## src/rtl/decode_hazard_ctrl.sv

```systemverilog
// Decode-stage control for the 5-stage MIPS pipeline: main decoder, load-use hazard
// detection, ID/EX control register with bubble insertion, and EX-stage ALU control.
module decode_hazard_ctrl (
  input  logic       clk,
  input  logic       rst_n,
  input  logic [5:0] opcode,
  input  logic [5:0] funct,
  input  logic [4:0] if_id_rs,
  input  logic [4:0] if_id_rt,
  output logic       branch,
  output logic       jump,
  output logic       jr,
  output logic       pc_write,
  output logic       if_id_write,
  output logic       stall,
  output logic [1:0] ex_reg_dst,
  output logic       ex_alu_src,
  output logic [1:0] ex_mem_to_reg,
  output logic       ex_reg_write,
  output logic       ex_mem_read,
  output logic       ex_mem_write,
  output logic [1:0] ex_alu_op,
  output logic [5:0] ex_funct,
  output logic [4:0] ex_rt,
  output logic [3:0] ex_alu_operation
);

  localparam logic [5:0] OpRType = 6'h00;
  localparam logic [5:0] OpJ     = 6'h02;
  localparam logic [5:0] OpJal   = 6'h03;
  localparam logic [5:0] OpBeq   = 6'h04;
  localparam logic [5:0] OpAddi  = 6'h08;
  localparam logic [5:0] OpLw    = 6'h23;
  localparam logic [5:0] OpSw    = 6'h2B;

  localparam logic [5:0] FnJr = 6'h08;

  localparam logic [3:0] AluAnd = 4'b0000;
  localparam logic [3:0] AluOr  = 4'b0001;
  localparam logic [3:0] AluAdd = 4'b0010;
  localparam logic [3:0] AluSub = 4'b0110;
  localparam logic [3:0] AluSlt = 4'b0111;
  localparam logic [3:0] AluNor = 4'b1100;

  // Decoded control fields for the instruction currently in IF/ID.
  logic [1:0] dec_reg_dst;
  logic       dec_alu_src;
  logic [1:0] dec_mem_to_reg;
  logic       dec_reg_write;
  logic       dec_mem_read;
  logic       dec_mem_write;
  logic       dec_branch;
  logic       dec_jump;
  logic [1:0] dec_alu_op;

  always_comb begin
    dec_reg_dst    = 2'd0;
    dec_alu_src    = 1'b0;
    dec_mem_to_reg = 2'd0;
    dec_reg_write  = 1'b0;
    dec_mem_read   = 1'b0;
    dec_mem_write  = 1'b0;
    dec_branch     = 1'b0;
    dec_jump       = 1'b0;
    dec_alu_op     = 2'b00;
    case (opcode)
      OpRType: begin
        dec_reg_dst   = 2'd1;
        dec_reg_write = 1'b1;
        dec_alu_op    = 2'b10;
      end
      OpLw: begin
        dec_alu_src    = 1'b1;
        dec_mem_to_reg = 2'd1;
        dec_reg_write  = 1'b1;
        dec_mem_read   = 1'b1;
      end
      OpSw: begin
        dec_alu_src   = 1'b1;
        dec_mem_write = 1'b1;
      end
      OpBeq: begin
        dec_branch = 1'b1;
        dec_alu_op = 2'b01;
      end
      OpAddi: begin
        dec_alu_src   = 1'b1;
        dec_reg_write = 1'b1;
      end
      OpJ: begin
        dec_jump = 1'b1;
      end
      OpJal: begin
        dec_reg_dst    = 2'd2;
        dec_mem_to_reg = 2'd2;
        dec_reg_write  = 1'b1;
        dec_jump       = 1'b1;
      end
      default: ;
    endcase
  end

  assign branch = dec_branch;
  assign jump   = dec_jump;
  assign jr     = (opcode == OpRType) && (funct == FnJr);

  // ID/EX register state.
  logic [1:0] reg_dst_q, reg_dst_d;
  logic       alu_src_q, alu_src_d;
  logic [1:0] mem_to_reg_q, mem_to_reg_d;
  logic       reg_write_q, reg_write_d;
  logic       mem_read_q, mem_read_d;
  logic       mem_write_q, mem_write_d;
  logic [1:0] alu_op_q, alu_op_d;
  logic [5:0] funct_q, funct_d;
  logic [4:0] rt_q, rt_d;

  // Load-use hazard: register 0 is hardwired, so a load targeting it never stalls.
  logic hazard;
  assign hazard = mem_read_q && (rt_q != 5'd0) &&
                  ((rt_q == if_id_rs) || (rt_q == if_id_rt));

  assign stall       = hazard;
  assign pc_write    = ~hazard;
  assign if_id_write = ~hazard;

  always_comb begin
    reg_dst_d    = dec_reg_dst;
    alu_src_d    = dec_alu_src;
    mem_to_reg_d = dec_mem_to_reg;
    reg_write_d  = dec_reg_write & ~jr;
    mem_read_d   = dec_mem_read;
    mem_write_d  = dec_mem_write;
    alu_op_d     = dec_alu_op;
    funct_d      = funct;
    rt_d         = if_id_rt;
    if (hazard) begin
      reg_dst_d    = 2'd0;
      alu_src_d    = 1'b0;
      mem_to_reg_d = 2'd0;
      reg_write_d  = 1'b0;
      mem_read_d   = 1'b0;
      mem_write_d  = 1'b0;
      alu_op_d     = 2'b00;
    end
  end

  always_ff @(posedge clk or negedge rst_n) begin
    if (!rst_n) begin
      reg_dst_q    <= 2'd0;
      alu_src_q    <= 1'b0;
      mem_to_reg_q <= 2'd0;
      reg_write_q  <= 1'b0;
      mem_read_q   <= 1'b0;
      mem_write_q  <= 1'b0;
      alu_op_q     <= 2'b00;
      funct_q      <= 6'd0;
      rt_q         <= 5'd0;
    end else begin
      reg_dst_q    <= reg_dst_d;
      alu_src_q    <= alu_src_d;
      mem_to_reg_q <= mem_to_reg_d;
      reg_write_q  <= reg_write_d;
      mem_read_q   <= mem_read_d;
      mem_write_q  <= mem_write_d;
      alu_op_q     <= alu_op_d;
      funct_q      <= funct_d;
      rt_q         <= rt_d;
    end
  end

  assign ex_reg_dst    = reg_dst_q;
  assign ex_alu_src    = alu_src_q;
  assign ex_mem_to_reg = mem_to_reg_q;
  assign ex_reg_write  = reg_write_q;
  assign ex_mem_read   = mem_read_q;
  assign ex_mem_write  = mem_write_q;
  assign ex_alu_op     = alu_op_q;
  assign ex_funct      = funct_q;
  assign ex_rt         = rt_q;

  // EX-stage ALU control; unlisted funct codes (shifts, jr) fall back to add.
  always_comb begin
    ex_alu_operation = AluAdd;
    unique case (alu_op_q)
      2'b00: ex_alu_operation = AluAdd;
      2'b01: ex_alu_operation = AluSub;
      2'b11: ex_alu_operation = AluAdd;
      2'b10: begin
        case (funct_q)
          6'h20, 6'h21: ex_alu_operation = AluAdd;
          6'h22, 6'h23: ex_alu_operation = AluSub;
          6'h24:        ex_alu_operation = AluAnd;
          6'h25:        ex_alu_operation = AluOr;
          6'h27:        ex_alu_operation = AluNor;
          6'h2A:        ex_alu_operation = AluSlt;
          default:      ex_alu_operation = AluAdd;
        endcase
      end
      default: ex_alu_operation = AluAdd;
    endcase
  end

endmodule

```

## config.mk

```make
export PLATFORM = sky130hd
export DESIGN_NAME = decode_hazard_ctrl
export DESIGN_NICKNAME = d
export VERILOG_FILES = /design/src/rtl/decode_hazard_ctrl.sv
export SDC_FILE = /design/constraint.sdc
export NUM_CORES = 1
export LEC_CHECK = 0
export ABC_AREA = 1
export BUFFER_PORTS_ARGS = -buffer_cell sky130_fd_sc_hd__clkbuf_2
export CORE_ASPECT_RATIO = 1.2
export CORE_MARGIN = 2
export CORE_UTILIZATION = 40
export DETAILED_ROUTE_END_ITERATION = 10
export MAX_ROUTING_LAYER = met4
export PLACE_DENSITY = 0.72
export SLEW_MARGIN = 0
export SYNTH_ARGS = -nofsm -noshare
export SYNTH_HDL_FRONTEND = slang
export SYNTH_SLANG_ARGS = --single-unit
```

## constraint.sdc

```tcl
create_clock -name clk -period 3.2 [get_ports clk]
set_input_delay 0.16 -clock clk [delete_from_list [all_inputs] [get_ports clk]]
set_output_delay 0.16 -clock clk [all_outputs]
set_load 0.05 [all_outputs]
```

### Yosys cells after proc, flatten, opt, wreduce, memory -nomap -nowiden

Index checks and enable logic that the tools add are counted.

| word-level totals | value |
|---|---|
| bits in registers | 21 |
| bits of input ports | 24 |
| output and inout bits | 31 |
| logic and storage cells | 60 |

| operators by class | value |
|---|---|
| equal/unequal tests | 18 |
| mux-type cells | 18 |
| bitwise logic cells | 3 |
| reductions and logical operators | 12 |

Operator list:

| operator | count |
|---|---|
| 6-bit == test (second input constant) | 8 |
| 4-bit one-hot mux with 5 select lines | 1 |
| 6-bit by 2-bit == test with 1-bit output (second input constant) | 2 |
| 6-bit by 4-bit == test with 1-bit output (second input constant) | 2 |
| 2-bit one-hot mux with 2 select lines | 3 |
| 4-bit one-hot mux with 3 select lines | 1 |
| 5-bit == test | 2 |
| 1-bit two-way mux | 10 |
| 6-bit by 3-bit == test with 1-bit output (second input constant) | 1 |
| 6-bit logical NOT | 1 |
| 2-bit two-way mux | 3 |
| 2-bit OR reduction | 3 |
| 5-bit nonzero test | 1 |
| 2-bit == test (second input constant) | 2 |
| 4-bit OR reduction | 1 |
| 1-bit logical AND | 3 |
| 3-bit OR reduction | 1 |
| 2-bit by 1-bit == test with 1-bit output (second input constant) | 1 |
| 2-bit logical NOT | 1 |
| 1-bit NOT | 2 |
| 1-bit bitwise AND | 1 |
| 1-bit logical OR | 1 |

### Depth between registers and ports, before layout

Gate-level depths: netlist of the first run.

| logic depth | value |
|---|---|
| word-level depth | 5 |
| mapped depth | 8 |
| mapped depth without buffers | 8 |

### Least setup slack after synthesis of the first run

OpenSTA, ideal clock, no wires.

| timing path | value |
|---|---|
| path kind | register to output |
| from | reg alu_op_q[0] (netlist: ex_alu_op[0]) |
| to | out ex_alu_operation[2] |
| data arrival time | 1.915 ns |
| data required time | 3.040 ns |
| slack | 1.125 ns |
| cell stages (with the launch flop) | 6 |
| buffers on the path | 0 |
| cells stage by stage | dfrtp_1 > inv_1 > ha_1 > inv_1 > nor2_1 > a31oi_1 |

| on the way | value |
|---|---|
| longest elaborated chain between the ends | 3 |
| elaborated cells between the ends (all ways) | 6 |

RTL lines:

| what | line | RTL |
|---|---|---|
| from (decl) | 114 | `logic [1:0] alu_op_q, alu_op_d;` |
| from (signal assigned) | 166 | `alu_op_q <= alu_op_d;` |
| 2-bit == test / 2-bit logical NOT (equally long branches) | 185 | `unique case (alu_op_q)` |
| 2-bit OR reduction (no line) | - |  |
| 4-bit one-hot mux with 3 select lines (*) | 185 |  |
| to (decl) | 25 | `output logic [3:0] ex_alu_operation` |

Mark *: on every way between the ends. The rest lies on a longest branch, timed or not.

### Final worst setup path of the first run

| timing path | value |
|---|---|
| from | in if_id_rt[3] |
| to | out stall |

| on the way | value |
|---|---|
| longest elaborated chain between the ends | 3 |

RTL lines:

| what | line | RTL |
|---|---|---|
| from (decl) | 9 | `input logic [4:0] if_id_rt,` |
| 5-bit == test | 121 | `((rt_q == if_id_rs) \|\| (rt_q == if_id_rt));` |
| 1-bit logical OR | 121 |  |
| 1-bit logical AND | 120 | `assign hazard = mem_read_q && (rt_q != 5'd0) &&` |
| to (decl) | 15 | `output logic stall,` |

Every way passes these cells.

==> out/qor.txt, run 1 <==
Outcome - finished, final reports clean
Synth unique cells - 20
Worst setup path start - if_id_rt[3]
Static Leak - 0.9426 nW
HPWL after detailed placement - 2106 um
Die H - 61.31 um
Register area share after synthesis - 48.00%
Slew headroom - 66.75%
VDD IR max - 263.5 uV
GPL Wtd Cong - 0.7867
Post-synthesis mux area share - 0%
PwrDens - 345.5 nW/um2
RSZ-0062 raised after global routing - false
CP Max Fanout - 11
Mapped Cells - 147
R2R setup slack - 1880 ps
CTS max path bufs - 2
CP required - 3040 ps
Setup Fix Bufs, Post-CTS - 0
Worst-skew pair later-pin latency - 300 ps
CP max stage cell - dlygate4sd3_1
Setup TNS - 0 ps
First-pass GRT wire length - 4422 um
Final period util - 64.45%
Root Buffer - clkbuf_4
Core region area - 2577 um2
Grt ovf - 0
DRT antenna net count - 0
Simple-gate share of the synthesized area - 26.17%
Post-synth net total - 173
Die W - 51.76 um
Final nets - 241
Cell depth of the worst flop-to-flop path - 7
Total Routing Usage GR - 19.65%
Complex-gate fraction of the synthesized area - 8.114%
Starting Density - 42.48%
Via Count - 1131
Placed insts - 231
Fin. Hold Viols - 0
Startpoint Class - primary input
Number of remaining DRC errors - 0
HP Start - opcode[3]
Cts hold-fix bufs - 12
Max reg flops - 6
Worst Max-Slew Pin Slew - 498.8 ps
Arrival time worst endpoint - 1900 ps
Vias in the first global route - 1116
Post-Syn Area - 1095 um2
Share of cells above drive strength 1 - 28.50%
H-Tree Depth - 1
FP Rows - 20
Synthesis-stage register bit count - 21
Ports - 55
Top cell by count, worst path - nand2_1
Post-synthesis average cell area - 7.448 um2
Worst Hold Depth - 4
Endpoints failing setup - 0
F_max - 484.9 MHz
FF-to-FF End - ex_mem_to_reg[1]
Post-CTS resize count - 0
1st-pass router iterations - 4
Crit-path max cell delay - 520 ps
Min-Delay Path Class - in -> reg
# diodes - 0
Final Max Slew Viols - 0
Cell Chain, Critical Path - dlygate4sd3_1 > clkbuf_2 > inv_1 > nand2_1 > nand2_1 > nor2_1 > nand3_1 > nand2_1 > nand2_1 > inv_1 > clkbuf_2
Largest net degree at the start of global routing - 22
IO buf count - 54
Total die area - 3173 um2
CTS tree - done
Post-synthesis xor/xnor area fraction - 1.600%
Setup Skew - 1.332 ps
Fin crit period - 2062 ps
Setup crit end - stall
Synthesis Warnings - 0
1st-iter DRT viols - 16
Area share of fa/ha/maj cells after synthesis - 2.286%
TritonCTS buffer count - 3
Vias per std cell - 4.579
MaxCap Viol Count - 0
Worst setup EP type - output pin
P&R area growth vs syn - 40.00%
Clock-pin transition on the worst setup and hold timing paths - 120 ps
WL final - 2745 um
Final Non-Filler Cells - 247
R2R Path Start - ex_rt[4]
Tot Pwr - 0.5295 mW
Wire per inst - 11.11 um
Largest family of logic cells by synthesized area - simple AND/OR/NAND/NOR gates
Initial antenna violation count - 0
CTS Sinks - 21
Critical path class - in -> out
==> power by group <==
group	switching [mW]	total [mW]	internal (mW)
registers	0.00747	0.282	0.274
logic	0.0786	0.118	0.0394
clock network	0.0823	0.130	0.0476
total	0.168	0.530	0.361
==> kinds of logic after synthesis <==
group | count (synthesis)
buffers and inverters | 37
and+or+nand+nor | 69
adders and majority gates | 2
xor gates and xnor gates | 2
DFF | 21
AOI/OAI and AO/OA | 16
==> cell type report <==
type	instances	area (um2)
Clock inverter	1	7.507
Sequential cell	21	525.5
Inverter	34	127.6
Fill cell	256	1045
Multi-Input combinational cell	89	417.9
Timing Repair Buffer	66	390.4
Clock buffer	3	22.52
Tap cell	33	41.29
==> critical path: cells and delay by family <==
kind / cells / cell delay [ps]
buffers and inverters: 5 / 1020
and+or+nand+nor: 6 / 710
==> worst min-delay path by stage <==
stage                     slack [ps]          endpoint
after CTS                        160      ex_alu_op[0]
final                            160      ex_alu_op[0]
after global placement           150  ex_mem_to_reg[1]
after floorplan                 -140      ex_alu_op[0]
after global routing             170      ex_alu_op[0]
after detailed placement         160      ex_reg_write
==> per-stage QoR <==
step           hold WS [ps]  instance area (um2)  util (%)  worst slack [ps]
3_5_place_dp          158.8                 1383     53.64              1533
5_1_grt               167.0                 1533     59.47             909.9
4_1_cts               158.5                 1533     59.47              1131
3_3_place_gp          145.7                 1383     53.64              1578
6_report              162.5                 1533     59.47              1138
2_1_floorplan        -135.6                 1095         -              1125
==> cells in the mapped netlist, drive strengths merged <==
cell	instances	area, um2
o2111ai	1	8.760
inv	34	127.6
dfrtp	21	525.5
a31oi	1	6.260
buf	3	23.77
nand2	34	127.6
ha	2	25.02
and3	2	12.51
nand3	12	60.06
nor3	2	10.01
xnor2	2	17.52
a21oi	11	58.81
o21ai	3	15.01
nor2	18	70.07
or2	1	6.260
==> layer usage <==
layer | vias to the layer above | share of wire, % | track usage, %
met4 | 0 | 1.3 | 7.143
met3 | 4 | 4.1 | 3.155
li1 | 581 | - | -
met5 | - | 0 | -
met2 | 33 | 57 | 38.83
met1 | 513 | 38 | 19.09
==> cell usage in the layout (no fill, tap or decap) <==
master         count
a21oi_1           10
a21oi_2            1
a31oi_1            1
and3_1             2
clkbuf_2          54
clkbuf_4           3
clkinvlp_4         1
dfrtp_1           21
dlygate4sd3_1     12
ha_1               2
inv_1             34
nand2_1           34
nand3_1           12
nor2_1            17
nor2_2             1
nor3_1             2
o2111ai_1          1
o21ai_0            2
o21ai_1            1
or2_2              1
xnor2_1            2
Power figures use the tool's default switching activity.
==> inputs of run 2 (changes only) <==
clock period = 2.1 ns   (was 3.2 ns; I/O delays follow)
==> run 2 against run 1 <==
Net effect:
- critical path depth shrank 2
- highest routed layer unchanged
- core utilization is the same
- combinational power grew 53%
- clock power grew 44%
- design area is the same
- largest cell class unchanged
- first-iteration DRC count grew 44%
- sequential power grew 52%
- global-route usage is essentially flat
- routed wire length shrank 3.8%
==> out/qor.txt, run 2 (synthesized netlist as in run 1, its figures left out) <==
Met3 Resource Use GR - 2.184% (-0.97 points)
Commonest non-fill, non-tap cell in the layout - clkbuf_2
Worst Max-Slew Pin Slew - 504.5 ps (+5.713 ps)
CTS tree - done
F_max - 540.7 MHz
Setup Skew - 10.98 ps (+9.646 ps)
Fin. Hold Viols - 0 (unchanged)
CTS max path bufs - 2 (unchanged)
Placed cell area - 1383 um2 (unchanged)
Hold path endpoint - ex_alu_op[0]
Pre-CTS setup slack - 473.5 ps (-1059 ps)
Total die area - 3173 um2 (unchanged)
Vias per std cell - 4.591 (+0.27%)
Worst Hold Depth - 4 (unchanged)
Via Count - 1134 (+0.27%)
Setup TNS - 0 ps (unchanged)
Total Routing Usage GR - 19.65% (about the same)
Static Leak - 0.9459 nW (+0.35%)
Setup Fix Bufs, Post-CTS - 0 (unchanged)
Root Buffer - clkbuf_4
Fillers - 239 (-6.6%)
Design area - 1533 um2 (unchanged)
# diodes - 0 (unchanged)
VDD IR max - 363.0 uV (+38%)
HP Start - opcode[3]
TritonCTS buffer count - 3 (unchanged)
Fin crit period - 1849 ps
Max reg flops - 6 (unchanged)
CP required - 2000 ps (-1040 ps)
Worst setup EP type - output pin
Gr busiest metal - met2
Initial antenna violation count - 0 (unchanged)
Tot Pwr - 0.7971 mW (+51%)
Vias in the first global route - 1152 (+3.2%)
Startpoint Class - flip-flop
Core region area - 2577 um2 (unchanged)
Number of remaining DRC errors - 0 (unchanged)
Endpoints failing setup - 0 (unchanged)
Slew headroom - 66.37% (-0.38 points)
H-Tree Depth - 1 (unchanged)
Die W - 51.76 um (unchanged)
Worst-skew pair later-pin latency - 300 ps (about the same)
Worst Slack Setup Final - 250.6 ps (-887.1 ps)
Arrival time worst endpoint - 1740 ps (-160 ps)
Most frequent cells in the layout - clkbuf_2, inv_1, nand2_1, dfrtp_1, nor2_1
Area of the multi-input gates - 420.4 um2 (+0.60%)
HPWL after detailed placement - 2092 um (-0.68%)
Final nets - 241 (unchanged)
FP Rows - 20 (unchanged)
R2R setup slack - 860 ps (-1020 ps)
Starting Density - 42.48% (unchanged)
Final period util - 88.07%
PwrDens - 520.0 nW/um2 (+51%)
Largest net degree at the start of global routing - 22 (unchanged)
1st-pass router iterations - 4 (unchanged)
First-pass GRT wire length - 4547 um (+2.8%)
Outcome - finished, final reports clean
FF-to-FF End - ex_alu_src
CTS Sinks - 21 (unchanged)
WL final - 2640 um (-3.8%)
FF/Latch Area - 525.5 um2 (unchanged)
Wire per inst - 10.69 um (-3.8%)
MaxCap Viol Count - 0 (unchanged)
Final Max Slew Viols - 0 (unchanged)
Min-Delay Path Class - in -> reg
RSZ-0062 raised after global routing - false
DRT antenna net count - 0 (unchanged)
1st-iter DRT viols - 23 (+7)
IO buf count - 54 (unchanged)
GPL Wtd Cong - 0.7836 (-0.39%)
Met2 usage - 35.90% (-2.9 points)
CP Max Fanout - 11 (unchanged)
R2R Path Start - ex_rt[0]
Global routing usage on met1 - 21.89% (+2.8 points)
Hold slack - 104.3 ps (-58.23 ps)
Critical path class - reg -> out
Die H - 61.31 um (unchanged)
Share of cells above drive strength 1 - 28.97% (+0.47 points)
P&R area growth vs syn - 40.00% (unchanged)
Ports - 55 (unchanged)
Clock-pin transition on the worst setup and hold timing paths - 120 ps (about the same)
Cell depth of the worst flop-to-flop path - 7 (unchanged)
Grt ovf - 0 (unchanged)
==> run 2: how the worst max path moves through the flow <==
| stage | startpoint | end | depth (start not counted) |
|---|---|---|---|
| 6_report | ex_rt[0] | stall | 9 |
| 3_3_place_gp | ex_rt[4] | stall | 9 |
| 4_1_cts | ex_rt[0] | stall | 9 |
| 3_5_place_dp | ex_rt[0] | stall | 9 |
| 5_1_grt | ex_rt[1] | stall | 9 |
| 2_1_floorplan | ex_alu_op[0] | ex_alu_operation[2] | 5 |
==> run 2: routing by layer <==
layer | vias to the layer above | wire [um]
met5 | - | 0
met4 | 0 | 55
met3 | 6 | 119
met2 | 33 | 1453
met1 | 513 | 1012
li1 | 582 | -
==> run 2: where the power goes <==
group / total (mW) / internal (mW) / switching, mW
Combinational: 0.181 / 0.0603 / 0.121
Sequential: 0.429 / 0.418 / 0.0112
Clock: 0.187 / 0.0709 / 0.116
==> run 2: metrics by stage <==
step / utilization, % / cells
6_report: 59.47 / 247
5_1_grt: 59.47 / 247
4_1_cts: 59.37 / 247
3_5_place_dp: 53.64 / 231
3_3_place_gp: 53.64 / 231
2_1_floorplan: - / 147
==> run 2: worst max-delay path, cell delays in order (launching register included) <==
cell,delay (ps)
dfrtp_1,430
inv_1,80
nand2_1,60
nand2_1,60
nor2_1,90
nand3_1,90
nand2_2,190
nand2_1,110
inv_1,70
clkbuf_2,270
==> run 2: timing repair <==
action | in CTS | in global routing
hold endpoints to repair | 32 | 0
resized for setup | 0 | 1
endpoints found under the setup margin | 0 | 1
hold buffers | 12 | 0
==> run 2: final cells by class <==
cell class              count  area share, %
clock inverters             1         0.3265
repair buffers             66          25.47
flip-flops and latches     21          34.29
inverters                  34          8.327
clock buffers               3          1.469
multi-input cells          89          27.43
well taps                  33          2.694
